File: config.mk
export PLATFORM = sky130hd
export DESIGN_NAME = skew_feeder
export DESIGN_NICKNAME = d
export VERILOG_FILES = /design/src/rtl/skew_feeder_pkg.sv /design/src/rtl/skew_feeder_sync.sv /design/src/rtl/skew_feeder.sv
export SDC_FILE = /design/constraint.sdc
export NUM_CORES = 2
export LEC_CHECK = 0
export ABC_AREA = 1
export CAP_MARGIN = 20
export CORE_ASPECT_RATIO = 2
export CORE_MARGIN = 8
export CORE_UTILIZATION = 25
export CTS_CLUSTER_SIZE = 30
export DETAILED_ROUTE_END_ITERATION = 8
export HOLD_SLACK_MARGIN = 0.05
export PLACE_DENSITY_LB_ADDON = 0.15
export SLEW_MARGIN = 20
export SYNTH_ARGS = -nofsm -noshare
export SYNTH_HDL_FRONTEND = slang
export SYNTH_HIERARCHICAL = 1
export SYNTH_SLANG_ARGS = --single-unit
File: constraint.sdc
create_clock -name clk -period 5 [get_ports clk]
set_input_delay 1.25 -clock clk [delete_from_list [all_inputs] [get_ports clk]]
set_output_delay 1.25 -clock clk [all_outputs]
set_load 0.05 [all_outputs]
File: src/rtl/skew_feeder_pkg.sv
// Shared configuration for the systolic input feeder: array geometry defaults
// and the feeder sequencing state type.
package skew_feeder_pkg;

    localparam int sys_rows           = 4;
    localparam int A_BITWIDTH         = 8;
    localparam int input_buffer_depth = 64;

    typedef enum logic [1:0] {
        IDLE  = 2'd0,
        RUN   = 2'd1,
        DRAIN = 2'd2
    } feeder_state_t;

endpackage

File: src/rtl/skew_feeder_sync.sv
// Single-clock FIFO for one feeder row: combinational head word, registered
// full/empty flags, and a push that is still accepted when full if a pop frees a slot.
module sync_fifo #(
    parameter int DWIDTH = 8,
    parameter int DEPTH  = 64
) (
    input  logic                   clk,
    input  logic                   rst,
    input  logic                   push,
    input  logic                   pop,
    input  logic [DWIDTH-1:0]      wdata,
    output logic [DWIDTH-1:0]      rdata,
    output logic                   full,
    output logic                   empty,
    output logic [$clog2(DEPTH):0] count
);

    localparam int AW = $clog2(DEPTH);
    localparam logic [AW:0] FULL_CNT = (AW + 1)'(DEPTH);

    logic [DWIDTH-1:0] mem [DEPTH];
    logic [AW-1:0]     wptr;
    logic [AW-1:0]     rptr;
    logic [AW:0]       count_next;
    logic              do_push;
    logic              do_pop;

    assign do_pop  = pop && !empty;
    assign do_push = push && (!full || do_pop);
    assign rdata   = mem[rptr];

    always_comb begin
        count_next = count;
        if (do_push && !do_pop) begin
            count_next = count + (AW + 1)'(1);
        end else if (do_pop && !do_push) begin
            count_next = count - (AW + 1)'(1);
        end
    end

    // Flags are registered from the next count so they never lag the pointers.
    always_ff @(posedge clk) begin
        if (rst) begin
            wptr  <= '0;
            rptr  <= '0;
            count <= '0;
            full  <= 1'b0;
            empty <= 1'b1;
        end else begin
            if (do_push) begin
                wptr <= wptr + AW'(1);
            end
            if (do_pop) begin
                rptr <= rptr + AW'(1);
            end
            count <= count_next;
            full  <= (count_next == FULL_CNT);
            empty <= (count_next == '0);
        end
    end

    always_ff @(posedge clk) begin
        if (!rst && do_push) begin
            mem[wptr] <= wdata;
        end
    end

endmodule

File: src/rtl/skew_feeder.sv
// Row FIFOs feeding a systolic array: a burst of len vectors is read out with
// row i lagging row 0 by i cycles (diagonal skew) or with all rows aligned.
module skew_feeder
    import skew_feeder_pkg::*;
#(
    parameter int ROWS   = sys_rows,
    parameter int DWIDTH = A_BITWIDTH,
    parameter int DEPTH  = input_buffer_depth,
    parameter int LEN_W  = $clog2(DEPTH) + 1
) (
    input  logic                   clk,
    input  logic                   rst,
    input  logic [ROWS-1:0]        wr_en,
    input  logic [ROWS*DWIDTH-1:0] wr_data,
    output logic [ROWS-1:0]        full,
    output logic [ROWS-1:0]        empty,
    input  logic                   skew_en,
    input  logic                   start,
    input  logic [LEN_W-1:0]       len,
    input  logic                   stall,
    output logic                   busy,
    output logic                   done,
    output logic [ROWS-1:0]        o_valid,
    output logic [ROWS*DWIDTH-1:0] o_data,
    output logic                   ovf,
    output logic                   udf
);

    localparam int CW = $clog2(DEPTH) + 1;

    feeder_state_t    state;
    feeder_state_t    state_next;
    logic [LEN_W-1:0] len_q;
    logic [LEN_W-1:0] cnt_first;
    logic [LEN_W-1:0] cnt_last;
    logic             skew_q;
    logic             skew_sel;
    logic             accept;
    logic             first_last;
    logic             last_last;
    logic [ROWS-1:0]  sched;
    logic [ROWS-1:0]  sched_next;
    logic [ROWS-1:0]  pop_req;
    logic [ROWS-1:0]  pop_ok;
    logic [ROWS-1:0]  push_drop;
    logic [DWIDTH-1:0] head [ROWS];
    logic [CW-1:0]     count [ROWS];

    for (genvar r = 0; r < ROWS; r++) begin : g_row
        sync_fifo #(
            .DWIDTH (DWIDTH),
            .DEPTH  (DEPTH)
        ) u_fifo (
            .clk   (clk),
            .rst   (rst),
            .push  (wr_en[r]),
            .pop   (pop_req[r]),
            .wdata (wr_data[r*DWIDTH +: DWIDTH]),
            .rdata (head[r]),
            .full  (full[r]),
            .empty (empty[r]),
            .count (count[r])
        );

        assign pop_ok[r]    = pop_req[r] && (count[r] != '0);
        assign push_drop[r] = wr_en[r] && full[r] && !pop_ok[r];
    end

    assign busy       = (state != IDLE);
    assign pop_req    = sched & {ROWS{!stall}};
    assign skew_sel   = accept ? skew_en : skew_q;
    assign first_last = pop_req[0] && (cnt_first == len_q - LEN_W'(1));
    assign last_last  = pop_req[ROWS-1] && (cnt_last == len_q - LEN_W'(1));

    always_comb begin
        state_next = state;
        accept     = 1'b0;
        if (!stall) begin
            unique case (state)
                IDLE: begin
                    if (start && (len != '0)) begin
                        state_next = RUN;
                        accept     = 1'b1;
                    end
                end
                RUN: begin
                    if (first_last) begin
                        state_next = (skew_q && (ROWS > 1)) ? DRAIN : IDLE;
                    end
                end
                DRAIN: begin
                    if (last_last) begin
                        state_next = IDLE;
                    end
                end
                default: state_next = IDLE;
            endcase
        end
    end

    // sched[i] is row i's pop enable for the current cycle; row 0 follows RUN,
    // the others take their upper neighbour's previous enable when skewing.
    always_comb begin
        sched_next = sched;
        if (!stall) begin
            sched_next[0] = (state_next == RUN);
            for (int i = 1; i < ROWS; i++) begin
                sched_next[i] = skew_sel ? sched[i-1] : (state_next == RUN);
            end
        end
    end

    always_ff @(posedge clk) begin
        if (rst) begin
            state     <= IDLE;
            sched     <= '0;
            len_q     <= '0;
            skew_q    <= 1'b0;
            cnt_first <= '0;
            cnt_last  <= '0;
            done      <= 1'b0;
            ovf       <= 1'b0;
            udf       <= 1'b0;
            o_valid   <= '0;
            o_data    <= '0;
        end else begin
            state <= state_next;
            sched <= sched_next;
            done  <= (state != IDLE) && (state_next == IDLE);
            if (accept) begin
                len_q     <= len;
                skew_q    <= skew_en;
                cnt_first <= '0;
                cnt_last  <= '0;
            end else begin
                if (pop_req[0]) begin
                    cnt_first <= cnt_first + LEN_W'(1);
                end
                if (pop_req[ROWS-1]) begin
                    cnt_last <= cnt_last + LEN_W'(1);
                end
            end
            if (|(pop_req & ~pop_ok)) begin
                udf <= 1'b1;
            end
            if (|push_drop) begin
                ovf <= 1'b1;
            end
            o_valid <= pop_ok;
            for (int r = 0; r < ROWS; r++) begin
                if (pop_ok[r]) begin
                    o_data[r*DWIDTH +: DWIDTH] <= head[r];
                end
            end
        end
    end

endmodule

==> flow_metrics.py <==
metrics = {
    "cts": {
        "cts_resized": 0,
        "cts.path.max_buffers": 4,
        "cts_setup_buffers": 0,
        "cts_htree_levels": 4,
        "clock_latency_ns": 0.90,
        "numCtsBuffers": 233,
        "cts_tree": "yes",
        "cts_hold_buf": 0,
        "root_buffer": "clkbuf_16",
        "cts.sinks": 2223,
        "clk_pin_slew_ns": 0.06,
    },
    "worst_setup_path": {
        "cp_max_fo": 10,
        "critical_path.endpoint_type": "flip-flop",
        "critPathKind": "in2reg",
        "cp.required_ns": 5.50,
        "cp-start-kind": "primary input",
        "cp_data_arrival_time_ns": 4.20,
    },
    "pwr": {
        "leakage_nw": 37.5,
        "power.density_mw_per_mm2": 370,
        "finalPower_mw": 39.5,
        "ir_worst_vdd_uv": 312,
    },
    "run": {
        "maxCapViolCount": 0,
    },
    "finish": {
        "drive_above_1_share_pct": 8.71,
        "multi_input_comb_area_mm2": 0.0238,
        "final_core_util_pct": 28.9,
        "num-fill-cells": 38755,
        "area_growth_pct": 15.2,
        "regArea_mm2": 0.0650,
        "layout.nets": 8592,
    },
    "timing": {
        "setup_violations": 0,
        "grt_setup_unrepaired": "no",
        "slew_viol_final": 0,
        "slew_headroom_pct": 26.3,
        "finalHoldViolCount": 0,
        "min_period_over_period_pct": 74.1,
        "period_needed_ns": 3.70,
        "fin_skew_ns": 0.0434,
        "fin_setup_tns_ns": 0,
        "worst_slew_pin_slew_ns": 1.11,
        "fmax_mhz": 270,
    },
    "grt": {
        "overflow": 0,
        "first_global_vias": 61818,
        "grt_max_degree": 152,
        "grt_pass1_wl_um": 422000,
        "antenna_found_initial": 5,
        "track_usage_pct": 14.1,
    },
    "synthesis": {
        "synth_seq_area_share_pct": 70.2,
        "synth_area_leader_cell": "edfxtp_1",
        "synth-simple-area-share_pct": 24.0,
        "async_flop_share_pct": 0,
        "netlist_area_mm2": 0.0926,
        "synth_top_family_by_area": "simple AND/OR/NAND/NOR gates",
        "synth-xor-area-share_pct": 0.123,
        "synth_cell_types": 53,
        "synth.most_common_cell": "nand2_1",
        "synth_ff_type": "edfxtp_1",
        "syn_inst": 8353,
        "yosys.area.top_type_share_pct": 66.4,
        "avgSynthCellArea_um2": 11.1,
        "synthAdderAreaFrac_pct": 0.257,
        "synth_nets": 8420,
        "synth_common_cells": "2,855 x nand2_1, 2,048 x edfxtp_1, 1,784 x nand3_1, 431 x nor2_1, 212 x buf_2",
        "synthMuxAreaShare_pct": 0.0324,
        "synth.area.top_cells": "edfxtp_1 66%, nand2_1 12%, nand3_1 9.6%",
        "synth_edf_count": 2048,
        "yosysWarningCount": 6,
        "synth_compound_area_share_pct": 1.27,
        "synth_seq_cells": 2223,
    },
    "detailed_routing": {
        "routed_wl_um": 287000,
        "avgViaCountPerCell": 4.50,
        "drc": 0,
        "firstDrtPassIters": 6,
        "drtIter0Drc": 4585,
        "dr_total_vias": 61358,
        "drtAntennaViolNets": 0,
        "routedWlPerCell_um": 21.0,
    },
    "floorplan": {
        "die_h_um": 877,
        "top_level_ports": 96,
        "start_util_pct": 25.1,
        "coreArea_mm2": 0.369,
        "chipWidth_um": 446,
        "rows": 316,
        "die_area_mm2": 0.391,
    },
    "hold_path": {
        "hold_path_class": "reg2reg",
    },
    "place": {
        "io_buffers": 95,
        "gp_congestion": 0.786,
        "hpwlAfterDp_um": 176000,
    },
    "outcome": {
        "status": "finished, final reports clean",
    },
}
flip-flops by register name, summed over array words and instances (netlist names), 7 cells and up, named ones only:
| name | cells |
|---|---|
| cnt_first | 7 |
| cnt_last | 7 |
| g_row.u_fifo/count | 28 |
| g_row.u_fifo/mem | 2048 |
| g_row.u_fifo/rptr | 24 |
| g_row.u_fifo/wptr | 24 |
| len_q | 7 |
| o_data | 32 |
stage by stage:
| stage | setup WS [ns] | std cells | hold WS, ns | cell area (µm²) |
|---|---|---|---|---|
| 3_3_place_gp | 0.405 | 13218 | 0.471 | 99200 |
| 2_1_floorplan | 1.44 | 8353 | 0.453 | 92600 |
| 3_5_place_dp | 0.352 | 13218 | 0.474 | 99200 |
| 5_1_grt | 1.13 | 13646 | 0.513 | 107000 |
| 6_report | 1.30 | 13650 | 0.487 | 107000 |
| 4_1_cts | 1.12 | 13644 | 0.489 | 107000 |
critical path, cell delays in order:
cell,delay [ns]
clkdlybuf4s50_1,0.65
inv_4,0.22
nand2_2,0.08
inv_1,0.28
nand2_4,0.14
nand2_1,0.09
nand2_2,0.15
nor2_4,0.22
nand2_1,0.42
nor2_1,0.67
where the power goes:
group | switching, mW | internal, mW
Sequential | 0.0833 | 20.3
Clock | 7.47 | 9.82
Combinational | 1.34 | 0.396
Total | 8.90 | 30.6
area by class of cell:
class | count | share of cell area (%)
Sequential cell | 2223 | 61.0
Multi-Input combinational cell | 5445 | 22.3
Clock buffer | 296 | 5.85
Tap cell | 4929 | 5.78
Timing Repair Buffer | 404 | 3.13
Clock inverter | 130 | 1.12
Inverter | 218 | 0.809
Antenna cell | 5 | 0.0117
cells in the final DEF, fill, tap and decap left out, types with 8 or more instances in the layout:
cell,Yosys,routed
ha_1,19,19
edfxtp_1,2048,2048
buf_2,212,31
nor4_1,19,17
clkinv_1,4,51
o211ai_2,16,16
nor3_1,47,47
o211ai_1,10,10
nor3b_1,11,11
a21oi_1,68,68
clkdlybuf4s50_1,0,62
buf_12,3,17
dfxtp_1,175,163
nand2_1,2855,2855
clkinvlp_4,0,11
nand3_1,1784,1784
bufinv_16,0,20
nor2_4,8,8
nor2_1,431,431
dfxtp_4,0,8
clkbuf_16,0,238
inv_2,14,14
xor2_1,9,9
clkbuf_1,65,51
nand4_1,30,30
clkinv_2,0,39
o21ai_0,77,77
inv_1,196,191
buf_4,19,292
metal layers:
layer  track usage, %  up-vias  share of wire, %  wire, µm
li1                 -    29341                 -         -
met1             20.1    30302                47    135000
met2             22.6     1338                46    132000
met3             1.89      375               4.4     12500
met4             3.69        2               2.6      7570
met5                0        -            0.0038        11
kinds of logic after synthesis:
| family | Yosys count |
|---|---|
| flops | 2223 |
| fa+ha+maj | 19 |
| simple gates | 5216 |
| xor+xnor | 13 |
| buf+inv | 685 |
| mux | 3 |
| compound gates | 194 |
worst paths after layout:
| path | startpoint | to | slack [ns] | cells after the start |
|---|---|---|---|---|
| min | cnt_last[6] | cnt_last[6] | 0.49 | 2 |
| min reg2reg | cnt_last[6] | cnt_last[6] | 0.49 | 2 |
| max | stall | g_row[0].u_fifo/mem[11][4] | 1.30 | 10 |
| max reg2reg | flip-flop | o_data[12] | 1.75 | 10 |
Note: power is estimated with default switching activity, not from simulation.
